--- src/rtl/mc_control_unit.sv ---
// mc_control_unit - multi-cycle control sequencer for the RV32I core.
//
// Steps each instruction through FETCH, DECODE, EXEC, MEM and WB. Both
// instruction fetch and data access go through one shared memory port with
// a req/ready handshake. Every access has a timeout, and the block keeps a
// count of retired instructions.
//
// Optional feature: define CTRL_ECALL_HALT_EN to park the core in HALT on a
// SYSTEM instruction. When the macro is not defined, SYSTEM retires as a NOP.
//
// Parameters: OPC_W (opcode width), TIMEOUT (max wait cycles per access, >=2),
//             RET_W (retired-instruction counter width)
// Inputs : clk, rst (async, active-high), opcode (inst[6:2]), mem_ready
// Outputs: mem_req, mem_we, mem_sel, ir_write, pc_write, Branch[1:0],
//          ALUOp[2:0], ALUSrc, MemtoReg, RegWrite, retire, mem_err,
//          illegal_op, halted, retired_cnt[RET_W-1:0]
module mc_control_unit #(
    parameter int OPC_W   = 5,
    parameter int TIMEOUT = 16,
    parameter int RET_W   = 32
) (
    input  logic             clk,
    input  logic             rst,
    input  logic [OPC_W-1:0] opcode,
    input  logic             mem_ready,
    output logic             mem_req,
    output logic             mem_we,
    output logic             mem_sel,
    output logic             ir_write,
    output logic             pc_write,
    output logic [1:0]       Branch,
    output logic [2:0]       ALUOp,
    output logic             ALUSrc,
    output logic             MemtoReg,
    output logic             RegWrite,
    output logic             retire,
    output logic             mem_err,
    output logic             illegal_op,
    output logic             halted,
    output logic [RET_W-1:0] retired_cnt
);

    localparam int CNT_W = $clog2(TIMEOUT);
    localparam logic [CNT_W-1:0] TMO_LAST = CNT_W'(TIMEOUT - 1);

    localparam logic [OPC_W-1:0] OP_R      = OPC_W'(5'b01100);
    localparam logic [OPC_W-1:0] OP_LOAD   = OPC_W'(5'b00000);
    localparam logic [OPC_W-1:0] OP_STORE  = OPC_W'(5'b01000);
    localparam logic [OPC_W-1:0] OP_BRANCH = OPC_W'(5'b11000);
    localparam logic [OPC_W-1:0] OP_JALR   = OPC_W'(5'b11001);
    localparam logic [OPC_W-1:0] OP_JAL    = OPC_W'(5'b11011);
    localparam logic [OPC_W-1:0] OP_ARITHI = OPC_W'(5'b00100);
    localparam logic [OPC_W-1:0] OP_AUIPC  = OPC_W'(5'b00101);
    localparam logic [OPC_W-1:0] OP_LUI    = OPC_W'(5'b01101);
    localparam logic [OPC_W-1:0] OP_SYSTEM = OPC_W'(5'b11100);

    typedef enum logic [2:0] {
        S_IDLE   = 3'd0,
        S_FETCH  = 3'd1,
        S_DECODE = 3'd2,
        S_EXEC   = 3'd3,
        S_MEM    = 3'd4,
        S_WB     = 3'd5,
        S_HALT   = 3'd6
    } state_t;

    state_t            r_state;
    state_t            w_next;
    logic [OPC_W-1:0]  r_op;
    logic [CNT_W-1:0]  r_tmo;
    logic [RET_W-1:0]  r_ret_cnt;
    logic              w_wait;
    logic              w_tmo;

    function automatic logic f_known(input logic [OPC_W-1:0] op);
        case (op)
            OP_R, OP_LOAD, OP_STORE, OP_BRANCH, OP_JALR, OP_JAL,
            OP_ARITHI, OP_AUIPC, OP_LUI, OP_SYSTEM: f_known = 1'b1;
            default:                                f_known = 1'b0;
        endcase
    endfunction

    function automatic logic [2:0] f_aluop(input logic [OPC_W-1:0] op);
        case (op)
            OP_R:      f_aluop = 3'b000;
            OP_ARITHI: f_aluop = 3'b001;
            OP_BRANCH: f_aluop = 3'b011;
            OP_LUI:    f_aluop = 3'b111;
            OP_SYSTEM: f_aluop = 3'b101;
            OP_LOAD, OP_STORE, OP_JAL, OP_JALR, OP_AUIPC: f_aluop = 3'b010;
            default:   f_aluop = 3'b110;
        endcase
    endfunction

    function automatic logic f_alusrc(input logic [OPC_W-1:0] op);
        case (op)
            OP_R, OP_BRANCH, OP_SYSTEM: f_alusrc = 1'b0;
            default:                    f_alusrc = 1'b1;
        endcase
    endfunction

    // A memory wait cycle is one spent in FETCH/MEM without mem_ready; the
    // last permitted wait cycle raises the timeout unless ready arrives.
    assign w_wait = ((r_state == S_FETCH) || (r_state == S_MEM)) && !mem_ready;
    assign w_tmo  = w_wait && (r_tmo == TMO_LAST);
    assign retired_cnt = r_ret_cnt;

    // State register.
    always_ff @(posedge clk or posedge rst) begin
        if (rst) begin
            r_state <= S_IDLE;
        end else begin
            r_state <= w_next;
        end
    end

    // Next-state logic.
    always_comb begin
        w_next = r_state;
        case (r_state)
            S_IDLE:   w_next = S_FETCH;
            S_FETCH:  w_next = mem_ready ? S_DECODE : S_FETCH;
            S_DECODE: w_next = f_known(opcode) ? S_EXEC : S_FETCH;
            S_EXEC: begin
                case (r_op)
                    OP_BRANCH:          w_next = S_FETCH;
                    OP_LOAD, OP_STORE:  w_next = S_MEM;
`ifdef CTRL_ECALL_HALT_EN
                    OP_SYSTEM:          w_next = S_HALT;
`else
                    OP_SYSTEM:          w_next = S_FETCH;
`endif
                    default:            w_next = S_WB;
                endcase
            end
            S_MEM: begin
                if (mem_ready) begin
                    w_next = (r_op == OP_STORE) ? S_FETCH : S_WB;
                end else if (w_tmo) begin
                    w_next = S_FETCH;
                end else begin
                    w_next = S_MEM;
                end
            end
            S_WB:     w_next = S_FETCH;
            S_HALT:   w_next = S_HALT;
            default:  w_next = S_IDLE;
        endcase
    end

    // Output decode from state and op_q (plus mem_ready for handshake pulses).
    always_comb begin
        mem_req    = 1'b0;
        mem_we     = 1'b0;
        mem_sel    = 1'b0;
        ir_write   = 1'b0;
        pc_write   = 1'b0;
        Branch     = 2'b00;
        ALUOp      = 3'b000;
        ALUSrc     = 1'b0;
        MemtoReg   = 1'b0;
        RegWrite   = 1'b0;
        retire     = 1'b0;
        mem_err    = 1'b0;
        illegal_op = 1'b0;
        halted     = 1'b0;
        case (r_state)
            S_FETCH: begin
                mem_req  = 1'b1;
                ir_write = mem_ready;
                mem_err  = w_tmo;
            end
            S_DECODE: begin
                // Unknown opcodes retire as a NOP so the PC still advances.
                if (!f_known(opcode)) begin
                    illegal_op = 1'b1;
                    pc_write   = 1'b1;
                    retire     = 1'b1;
                end else begin
                    illegal_op = 1'b0;
                end
            end
            S_EXEC: begin
                ALUOp  = f_aluop(r_op);
                ALUSrc = f_alusrc(r_op);
                case (r_op)
                    OP_BRANCH: begin
                        Branch   = 2'b01;
                        pc_write = 1'b1;
                        retire   = 1'b1;
                    end
                    OP_SYSTEM: begin
                        // With halt enabled the PC stays on the SYSTEM instruction.
`ifdef CTRL_ECALL_HALT_EN
                        retire   = 1'b1;
`else
                        pc_write = 1'b1;
                        retire   = 1'b1;
`endif
                    end
                    default: begin
                        retire = 1'b0;
                    end
                endcase
            end
            S_MEM: begin
                mem_req = 1'b1;
                mem_sel = 1'b1;
                mem_we  = (r_op == OP_STORE);
                ALUOp   = f_aluop(r_op);
                ALUSrc  = f_alusrc(r_op);
                mem_err = w_tmo;
                if (mem_ready && (r_op == OP_STORE)) begin
                    pc_write = 1'b1;
                    retire   = 1'b1;
                end else begin
                    retire   = 1'b0;
                end
            end
            S_WB: begin
                ALUOp    = f_aluop(r_op);
                ALUSrc   = f_alusrc(r_op);
                RegWrite = 1'b1;
                MemtoReg = (r_op == OP_LOAD);
                pc_write = 1'b1;
                retire   = 1'b1;
                Branch   = ((r_op == OP_JAL) || (r_op == OP_JALR)) ? 2'b10 : 2'b00;
            end
            S_HALT: begin
`ifdef CTRL_ECALL_HALT_EN
                halted = 1'b1;
`else
                halted = 1'b0;
`endif
            end
            default: begin
                halted = 1'b0;
            end
        endcase
    end

    // Capture the opcode as the FSM enters EXEC.
    always_ff @(posedge clk or posedge rst) begin
        if (rst) begin
            r_op <= '0;
        end else if ((r_state == S_DECODE) && (w_next == S_EXEC)) begin
            r_op <= opcode;
        end else begin
            r_op <= r_op;
        end
    end

    // Per-access wait counter: cleared on any state change or timeout.
    always_ff @(posedge clk or posedge rst) begin
        if (rst) begin
            r_tmo <= '0;
        end else if (w_tmo || (w_next != r_state)) begin
            r_tmo <= '0;
        end else if (w_wait) begin
            r_tmo <= r_tmo + CNT_W'(1);
        end else begin
            r_tmo <= r_tmo;
        end
    end

    // Retired-instruction counter, wraps naturally.
    always_ff @(posedge clk or posedge rst) begin
        if (rst) begin
            r_ret_cnt <= '0;
        end else if (retire) begin
            r_ret_cnt <= r_ret_cnt + RET_W'(1);
        end else begin
            r_ret_cnt <= r_ret_cnt;
        end
    end

endmodule

--- config.mk ---
export PLATFORM = sky130hd
export DESIGN_NAME = mc_control_unit
export DESIGN_NICKNAME = d
export VERILOG_FILES = /design/src/rtl/mc_control_unit.sv
export SDC_FILE = /design/constraint.sdc
export NUM_CORES = 1
export LEC_CHECK = 0
export ABC_CLOCK_PERIOD_IN_PS = 3550
export CORE_ASPECT_RATIO = 2
export CORE_MARGIN = 2
export CORE_UTILIZATION = 53
export CTS_BUF_LIST = sky130_fd_sc_hd__clkbuf_2 sky130_fd_sc_hd__clkbuf_4 sky130_fd_sc_hd__clkbuf_8
export DETAILED_ROUTE_END_ITERATION = 8
export PLACE_DENSITY = 0.92
export REMOVE_ABC_BUFFERS = 1
export SLEW_MARGIN = 20
export SYNTH_ARGS = -nofsm -noshare
export SYNTH_HDL_FRONTEND = slang
export SYNTH_SLANG_ARGS = --single-unit
--- constraint.sdc ---
create_clock -name clk -period 3.55 [get_ports clk]
set_clock_uncertainty 0.2 [all_clocks]
set_input_delay 0.5325 -clock clk [delete_from_list [all_inputs] [get_ports clk]]
set_output_delay 0.5325 -clock clk [all_outputs]
set_load 0.01 [all_outputs]
### Word level (Yosys, flattened, before mapping)

Memories as Yosys holds them, arrays and structs flattened.
Index checks and enable logic that the tools add are counted.
Widths: inputs -> output; s select.

* flip-flop bits (word level): 44
* ROM bits: 352
* input port bits: 8
* output and inout port bits: 49
* logic and storage cells: 72
* memories: 5

Memories
* (name not given): depth 32, bits a word 3, read ports 1, clocked after Yosys merged registers in 0, write ports 0, line 84 `case (op)`
* (name not given): depth 32, bits a word 3, read ports 1, clocked after Yosys merged registers in 0, write ports 0, line 84
* (name not given): depth 32, bits a word 3, read ports 1, clocked after Yosys merged registers in 0, write ports 0, line 84
* (name not given): depth 32, bits a word 1, read ports 1, clocked after Yosys merged registers in 0, write ports 0, line 76 `case (op)`
* (name not given): depth 32, bits a word 1, read ports 1, clocked after Yosys merged registers in 0, write ports 0, line 76

* add/sub/neg operators: 2
* equal/unequal tests: 15
* mux-type cells: 29
* reduce and logical (&&, ||, !) cells: 17

Operators by type and width (number)
* $add 32x1->32 const B: 1
* $eq 5x5->1 const B: 4
* $pmux 3 s6: 1
* $mux 1: 16
* $eq 5x4->1 const B: 2
* $eq 3x2->1 const B: 3
* $eq 3x3->1 const B: 3
* $mux 3: 3
* $pmux 3 s3: 1
* $mux 4: 2
* $reduce_or 2->1: 4
* $mux 2: 3
* $pmux 3 s2: 1
* $reduce_or 3->1: 2
* $logic_not 5->1: 1
* $add 4x1->4 const B: 1
* $eq 4x4->1 const B: 1
* $logic_and 1x1->1: 4
* $pmux 1 s4: 1
* $pmux 2 s2: 1
* $eq 3x1->1 const B: 1
* $logic_not 3->1: 1
* $logic_or 1x1->1: 3
* $ne 3x3->1: 1
* other kinds (2): 2

### Depth between registers and ports, before layout

Gate-level depths: netlist of the first run.

* depth after elaboration: 10
* mapped depth: 9
* gate-level depth less buffers: 7

### Worst setup path after synthesis of the first run

No wires, ideal clock.

* kind: input-to-output
* start: input opcode[0]
* end: output retire
* arrival: 1.653 ns
* data required time: 2.817 ns
* slack: 1.164 ns
* stages on the path: 7
* buffers on the path: 2
* path through: and4b_1 a211o_1 nor2_2 nor3_2 buf_6 inv_2 buf_4

* word-level cells in the longest chain between the ends: 4

RTL lines
* start: declaration: line 24 `input logic [OPC_W-1:0] opcode,`
* $mem_v2 32x1
* $mux 1: line 167 `case (r_state)`
* $mux 1
* $pmux 1 s4
* end: declaration: line 36 `output logic retire,`

No other way between the ends. The select of a mux whose other input is x is not followed.

### Final worst setup path of the first run

* start: input opcode[2]
* end: output pc_write

* word-level cells in the longest chain between the ends: 4

RTL lines
* $mem_v2 32x1
* $mux 1: line 167
* $mux 1: line 175 `if (!f_known(opcode)) begin`
* $pmux 1 s4: line 167
* end: declaration: line 30 `output logic pc_write,`

No other way between the ends. The select of a mux whose other input is x is not followed.

==> metrics.cfg, run 1 <==
[run_status]
status=finished clean

[cts]
cts_tree=yes
clock-sinks=44
cts_max_path_buffers=2
postCtsSetupRepairBufs=0
cts_root_buffer=clkbuf_8
clk_latency_ps=290
h-tree-depth=2
clkSlewWorstSetupHoldPaths_ps=80
cts_buffers=5
cts_hold_buf=0
cts-resized-gates=0

[final_layout]
fillCellCount=325
drive_gt1_share_pct=10.7
nNetsFinal=300
design_area_um2=3100
multi_input_comb_area_um2=1240
antenna_cells=0
regArea_um2=1100
area_growth_pct=27.6

[synth]
ys_warn_count=0
yosys.cell_types.count=43
yosys_register_bits=44
ys_seq_area_share_pct=45.3
synth_cells=236
synth-edff-count=0
async_reset_ff_share_pct=100
syn_avg_cell_area_um2=10.3
ys.flop_type=dfrtp_1
syn_area_um2=2430

[pwr]
p_sw_uw=737
power_density_nw_per_um2=609
pwr-share-seq_pct=41.6
leakage_uw=0.00127
p_int_uw=1150
peakVddDrop_v=0.000633
p_sw_share_pct=39.0
pwr-share-clk_pct=16.8
combPwrFrac_pct=41.6

[sta]
setup_ws_ps=391
worstMarginPinSlew_ps=740
finalSetupTns_ps=0
relSlewSlack_pct=50.5
drv_slew=0
setup_violations=0
finalHoldViolCount=0
min_period_ps=3160
fmax_ghz=0.317
rsz0062_at_grt=false
fin_crit_sh_pct=89.0

[detailed_routing]
wl_per_cell_um=15.3
drtIter0Drc=56
viasPerCell=5.72
drc=0
firstDrtPassIters=4
antenna_left=0
dr_total_vias=1974
drt_wl_total_um=5280

[die]
die_y_um=99.8
row_count=34
dieArea_um2=5170
fp.dieW_um=51.9
start_util_pct=55.5
io_pins=57
core_area_um2=4380

[place]
place_area_um2=3010
io_buffers=55
post-dp-hpwl_um=3920
pre_cts_ws_ps=371
place_congestion=0.787

[flow_run]
drv_cap=0

[setup_path]
cp-start-kind=input pin
cp_max_fo=5
cp.required_ps=2820
critical_path_class=in -> out
end_kind=output pin
cp.arrival_ps=2430

[global_route]
grt_pass1_vias=1953
grt_max_degree=35
grt_usage_pct=22.0
grt_pass1_wl_um=8740
antenna_found_initial=0
grt-ovfl-total=0

[hold_path]
hold_path_class=reg -> reg

-- power by group through the flow --
stage	Sequential (uW)	Combinational [uW]	Clock [uW]
after floorplan	779	418	0
after global placement	788	772	0
after detailed placement	791	790	0
after CTS	782	793	324
after global routing	810	858	339
final	785	786	318
-- area by class of cell --
type | instances | share of cell area, %
Clock inverter | 2 | 0.323
Sequential cell | 44 | 35.5
Tap cell | 54 | 2.18
Clock buffer | 6 | 2.66
Timing Repair Buffer | 58 | 18.5
Multi-Input combinational cell | 173 | 39.9
Inverter | 8 | 0.969
-- final timing paths --
| path | startpoint | end | slack [ps] | depth (start not counted) |
|---|---|---|---|---|
| min in group asynchronous | rst | r_tmo[1] | 340 | 2 |
| max in group asynchronous | rst | retired_cnt[4] | 2020 | 3 |
| worst max-delay path | opcode[2] | pc_write | 390 | 7 |
| worst min-delay path | retired_cnt[31] | retired_cnt[31] | 280 | 1 |
| worst max register to register | r_op[0] | retired_cnt[18] | 1200 | 7 |
| worst min register to register | retired_cnt[31] | retired_cnt[31] | 280 | 1 |
-- through the flow --
step | instances | hold WS, ps | util [%] | power [uW]
after CTS | 345 | 285 | 70.8 | 1900
after global placement | 337 | 264 | 68.6 | 1560
after global routing | 345 | 309 | 70.8 | 2010
final | 345 | 280 | 70.8 | 1890
after detailed placement | 337 | 272 | 68.6 | 1580
after floorplan | 225 | 304 | - | 1200
-- synth_stat cells, types with 2 or more instances --
cell      number  area share [%]
a31oi_1        4             1.0
a21oi_1        4            0.82
nor3_1        16             3.3
inv_2          2            0.31
or2_1          2            0.51
dfrtp_1       44              45
nor2_1        22             3.4
inv_1          6            0.93
buf_4          2            0.62
buf_6          2            0.93
nand4b_1       2            0.72
nand3_1        9             1.9
xnor2_1        5             1.8
nor4_2         9             4.6
nor4b_2        5             3.1
nand2b_1       5             1.3
nand3b_1       2            0.62
ha_1           2             1.0
nor3b_1        2            0.62
buf_2          4            0.82
xor2_1        30              11
nand2_1       16             2.5
nand4_1        9             2.3
and4_1         3             1.1
nor2b_1        2            0.51
and3_1         2            0.51
clkbuf_1       3            0.46
a21o_1         2            0.62
mux2_1         6             2.8
-- cell families after synthesis --
kind of cell,count (synthesis),synth area share [%]
AOI/OAI and AO/OA,16,4.43
xor gates and xnor gates,35,12.6
adders and majority gates,2,1.03
buffers and inverters,19,4.07
DFF,44,45.3
muxes,7,3.19
other,1,0.154
and+or+nand+nor,112,29.2
-- flip-flops by register name, summed over array words and instances (netlist names) --
name	cells
r_tmo	4
r_op	5
r_state	3
retired_cnt	32
-- critical path, stage by stage --
cell and delay, ps:
clkdlybuf4s50_1 480, and4b_1 190, a211o_1 320, nor2_2 180, nor3_4 70, inv_2 90
clkdlybuf4s50_1 550
-- routing by layer --
metal | wire [um] | GRT usage (%) | up-vias
met2 | 2950 | 40.3 | 56
li1 | - | - | 933
met1 | 1980 | 24.0 | 973
met5 | 0 | 0 | -
met4 | 126 | 8.30 | 0
met3 | 218 | 3.60 | 12
-- placed cells by master, fill, tap and decap left out, types with 2 or more instances in the layout --
cell / instances
a21oi_1: 4
nor3b_1: 2
clkbuf_8: 6
nor2_1: 22
nor3_1: 16
inv_1: 6
dfrtp_1: 44
nor4b_2: 5
nand3b_1: 2
ha_1: 2
xor2_1: 30
a31oi_1: 4
inv_2: 2
a21o_1: 2
or2_1: 2
and4_1: 3
clkinv_2: 2
nand2b_1: 5
nor2b_1: 2
and3_1: 2
nor4_2: 9
nand4b_1: 2
xnor2_1: 5
clkdlybuf4s50_1: 55
buf_4: 3
nand4_1: 9
nand2_1: 16
mux2_1: 6
nand3_1: 9
Power figures use the tool's default switching activity.
==> inputs of run 2 (changes only) <==
--- a/config.mk
+++ b/config.mk
@@ -12,7 +12,6 @@
 export CTS_BUF_LIST = sky130_fd_sc_hd__clkbuf_2 sky130_fd_sc_hd__clkbuf_4 sky130_fd_sc_hd__clkbuf_8
 export DETAILED_ROUTE_END_ITERATION = 8
 export PLACE_DENSITY = 0.92
-export REMOVE_ABC_BUFFERS = 1
 export SLEW_MARGIN = 20
 export SYNTH_ARGS = -nofsm -noshare
 export SYNTH_HDL_FRONTEND = slang
==> metrics.cfg, run 2 (synthesis gave the netlist of run 1 again) <==
[setup_path]
r2r_cells=7
end_kind=output pin
cp-start-kind=input pin
max_stage_delay_ps=540
critPathMostFrequentCell=clkdlybuf4s50_1
path_buf_inv=3
cp.required_ps=2820
critical_path_class=in -> out
rrSetupSlack_ps=1170
worst_r2r_endpoint=retired_cnt[21]
cp_max_fo=5
worst_path_max_delay_cell=clkdlybuf4s50_1
path_depth=7
crit_end=pc_write
regToRegStartpoint=r_op[0]
cp-startpoint=opcode[2]
cp_top_family=buffers and inverters
cp.arrival_ps=2420
crit_chain=clkdlybuf4s50_1 -> and4b_1 -> a211o_1 -> nor2_2 -> nor3_4 -> inv_2 -> clkdlybuf4s50_1

[cts]
postCtsSetupRepairBufs=0
cts-resized-gates=0
h-tree-depth=2
cts_buffers=5
cts_max_path_buffers=2
cts_hold_buf=0
clock-sinks=44
cts_root_buffer=clkbuf_8
clk_latency_ps=300
cts_tree=yes
clkSlewWorstSetupHoldPaths_ps=80

[final_layout]
multi_input_comb_area_um2=1240
antenna_cells=0
drive_gt1_share_pct=10.7
area_growth_pct=30.3
nNetsFinal=300
design_area_um2=3170
layout_common_cells=clkdlybuf4s50_1, dfrtp_1, xor2_1
largest_reg_flops=32
regArea_um2=1100
fillCellCount=306
mostFrequentLayoutCell=clkdlybuf4s50_1

[die]
dieArea_um2=5170
die_y_um=99.8
start_util_pct=55.5
io_pins=57
row_count=34
fp.dieW_um=51.9
core_area_um2=4380

[sta]
rsz0062_at_grt=false
setup_violations=0
drv_slew=0
relSlewSlack_pct=53.0
fin_crit_sh_pct=88.8
fmax_ghz=0.317
finalHoldViolCount=0
worstMarginPinSlew_ps=703
min_period_ps=3150
finalSetupTns_ps=0

[synth]
synth_nets=246

[global_route]
grt-ovfl-total=0
grt_pass1_wl_um=8620
grt_usage_pct=21.9
grt_pass1_vias=1901
antenna_found_initial=0
grt_max_degree=45

[run_status]
status=finished clean

[place]
place_area_um2=3010
place_congestion=0.769
io_buffers=55
post-dp-hpwl_um=3690

[pwr]
power_density_nw_per_um2=662
leakage_uw=0.00130
peakVddDrop_v=0.000479

[detailed_routing]
drc=0
drtIter0Drc=33
drt_wl_total_um=5200
wl_per_cell_um=15.1
antenna_left=0
dr_total_vias=1958
viasPerCell=5.68
firstDrtPassIters=6

[hold_path]
hold_path_class=reg -> reg

[flow_run]
drv_cap=0

## run 2: cell types whose count changed in the layout (fill, tap and decap cells not counted), sizes merged
| cell | delta |
|---|---|
| clkinv | -2 |
| bufinv | +3 |
| clkbuf | -1 |
## run 2: routing by layer
layer  up-vias  wire [um]  track usage, %
met5         -          0               0
met4         0         88            10.9
met3         9        181            3.00
met2        47       2940            39.1
met1       967       1990            24.4
li1        935          -               -
## run 2: worst reg2reg max path: cells and delay by family (launching register included)
family	cells	cell delay [ps]
buffers and inverters	1	260
AND/OR/NAND/NOR	4	950
XOR/XNOR	1	190
AO/OA/AOI/OAI	1	260
flip-flops	1	450
## run 2: report_power, final
part           switching [uW]  internal (uW)  total [uW]
combinational             394            390         784
sequential                182            606         788
clock                     173            352         525
## run 2: layout make-up
class	count	share of cell area, %
Multi-Input combinational cell	173	39.0
Clock buffer	5	2.17
Tap cell	54	2.13
Sequential cell	44	34.8
Timing Repair Buffer	58	18.1
Inverter	8	0.948
Clock inverter	3	2.84
## run 2: worst min path at each step
stage / startpoint / to / slack (ps) / depth (start not counted)
after floorplan: retired_cnt[31] / retired_cnt[31] / 300 / 1
after global placement: retired_cnt[7] / retired_cnt[7] / 280 / 1
after detailed placement: retired_cnt[31] / retired_cnt[31] / 290 / 1
after CTS: retired_cnt[31] / retired_cnt[31] / 300 / 1
after global routing: retired_cnt[31] / retired_cnt[31] / 310 / 1
final: retired_cnt[7] / retired_cnt[7] / 300 / 1
## run 2: per-stage QoR
| stage | setup slack, ps | utilization, % | hold WS (ps) | total power (uW) | std cells |
|---|---|---|---|---|---|
| 2_1_floorplan | 1160 | - | 304 | 1250 | 236 |
| 3_3_place_gp | 427 | 68.6 | 277 | 1560 | 337 |
| 3_5_place_dp | 389 | 68.6 | 287 | 1580 | 337 |
| 4_1_cts | 380 | 72.3 | 304 | 2100 | 345 |
| 5_1_grt | 277 | 72.3 | 315 | 2220 | 345 |
| 6_report | 398 | 72.3 | 302 | 2100 | 345 |
==> inputs of run 3 (changes only) <==
--- a/config.mk
+++ b/config.mk
@@ -5,13 +5,12 @@
 export SDC_FILE = /design/constraint.sdc
 export NUM_CORES = 1
 export LEC_CHECK = 0
-export ABC_CLOCK_PERIOD_IN_PS = 3550
+export ABC_CLOCK_PERIOD_IN_PS = 2560
 export CORE_ASPECT_RATIO = 2
-export CORE_MARGIN = 2
-export CORE_UTILIZATION = 53
+export CORE_UTILIZATION = 47
 export CTS_BUF_LIST = sky130_fd_sc_hd__clkbuf_2 sky130_fd_sc_hd__clkbuf_4 sky130_fd_sc_hd__clkbuf_8
 export DETAILED_ROUTE_END_ITERATION = 8
-export PLACE_DENSITY = 0.92
+export PLACE_DENSITY = 0.87
 export SLEW_MARGIN = 20
 export SYNTH_ARGS = -nofsm -noshare
 export SYNTH_HDL_FRONTEND = slang
==> constraint.sdc (replaced) <==
create_clock -name clk -period 2.56 [get_ports clk]
set_clock_uncertainty 0.2 [all_clocks]
set_input_delay 0.384 -clock clk [delete_from_list [all_inputs] [get_ports clk]]
set_output_delay 0.384 -clock clk [all_outputs]
set_load 0.01 [all_outputs]
==> metrics.cfg, run 3 (synthesis gave the netlist of run 1 again) <==
[run_status]
status=finished clean

[pwr]
leakage_uw=0.00142
p_sw_uw=1050
peakVddDrop_v=0.000662
pwr-share-clk_pct=19.0
p_int_uw=1720
power_density_nw_per_um2=852
combPwrFrac_pct=42.4
pwr-share-seq_pct=38.6
p_sw_share_pct=37.8

[final_layout]
antenna_cells=0
layout_common_cells=clkdlybuf4s50_1, dfrtp_1, xor2_1
largest_reg_flops=32
drive_gt1_share_pct=17.4
mostFrequentLayoutCell=clkdlybuf4s50_1
design_area_um2=3250
area_growth_pct=33.7
fillCellCount=385
nNetsFinal=314

[detailed_routing]
antenna_left=0
drtIter0Drc=53
dr_total_vias=1986
viasPerCell=5.49
wl_per_cell_um=14.2
drt_wl_total_um=5130
drc=0
firstDrtPassIters=4

[setup_path]
cp_max_fo=7
cp_top_family=buffers and inverters
r2r_cells=7
cp.required_ps=1980
worst_path_max_delay_cell=clkdlybuf4s50_1
regToRegStartpoint=r_state[1]
max_stage_delay_ps=520
end_kind=output pin
path_depth=5
crit_chain=xnor2_1 -> nor3_2 -> nand4_1 -> inv_1 -> clkdlybuf4s50_1
path_buf_inv=2
rrSetupSlack_ps=380
worst_r2r_endpoint=retired_cnt[21]
cp.arrival_ps=1840
critical_path_class=reg -> out
cp-start-kind=flip-flop

[hold_path]
hold_depth=2
hold_path_class=in -> reg
min_from=opcode[4]
min_to=r_op[4]

[sta]
relSlewSlack_pct=61.2
setup_violations=0
min_period_ps=2420
hold_slack_ps=228
finalHoldViolCount=0
rsz0062_at_grt=false
setup_ws_ps=138
drv_slew=0
fmax_ghz=0.413
fin_crit_sh_pct=94.6
worstMarginPinSlew_ps=581

[place]
post-dp-hpwl_um=3740
place_area_um2=3110
pre_cts_ws_ps=-259
place_congestion=0.778
io_buffers=55

[cts]
cts_max_path_buffers=2
clkSlewWorstSetupHoldPaths_ps=90
cts_root_buffer=clkbuf_8
clk_latency_ps=300
clock-sinks=44
cts_tree=yes
h-tree-depth=2
cts_buffers=5

[die]
start_util_pct=49.5
io_pins=57
core_area_um2=4910
row_count=36
fp.dieW_um=52.8
dieArea_um2=5480
die_y_um=104

[global_route]
antenna_found_initial=0
grt_usage_pct=21.2
grt-ovfl-total=0
grt_pass1_wl_um=8850
grt_pass1_vias=1971
grt_max_degree=45

[synth]
synth_nets=246

[flow_run]
drv_cap=0

## run 3: changes by cell type in the layout (fill, tap and decap cells not counted), moves of 2 or more
cell and change:
clkbuf_2 +2, buf_4 +14, dlygate4sd2_1 +2, clkdlybuf4s50_1 -9, dlymetal6s2s_1 +5, bufinv_16 -2
dfrtp_1 -3, dfrtp_2 +3
## run 3: how the worst max path moves through the flow
stage / start / to
CTS: opcode[2] / pc_write
finish: r_state[0] / mem_err
global route: r_state[1] / Branch[1]
floorplan: opcode[0] / retire
detailed placement: opcode[0] / pc_write
global placement: opcode[2] / pc_write
## run 3: through the flow
stage	total power, uW	TNS (ps)	cells	util, %
after floorplan	1740	0	236	-
after global placement	2240	-2100	353	63.3
after detailed placement	2260	-3480	353	63.3
after CTS	2790	0	362	65.9
after global routing	2950	0	362	66.2
final	2770	0	362	66.2
## run 3: what timing repair did
item                       4_1_cts  5_1_grt
setup endpoints to repair        5        7
hold buffers                     0        0
resized for setup                9       11
pin swaps                        3        1
setup buffers                    1        0
## run 3: power groups by stage
stage	registers [uW]	logic (uW)	clock network (uW)
floorplan	1030	711	0
global placement	1070	1170	0
detailed placement	1070	1190	0
CTS	1060	1190	539
global route	1100	1290	563
finish	1070	1170	525
## run 3: layer usage
metal  part of all wire (%)  up-vias  wire, um  GRT usage (%)
met5                      0        -         0              0
met4                    2.4        0       123           9.21
met3                    3.3       10       170           3.82
met2                     54       44      2780           36.9
met1                     40      974      2060           24.0
li1                       -      958         -              -
## run 3: area by class of cell
| type | count | area (um2) | share of cell area, % |
|---|---|---|---|
| Inverter | 8 | 30.0 | 0.924 |
| Tap cell | 57 | 71.3 | 2.19 |
| Clock inverter | 3 | 42.5 | 1.31 |
| Timing Repair Buffer | 72 | 678 | 20.9 |
| Sequential cell | 44 | 1100 | 34.0 |
| Clock buffer | 5 | 68.8 | 2.12 |
| Multi-Input combinational cell | 173 | 1250 | 38.6 |
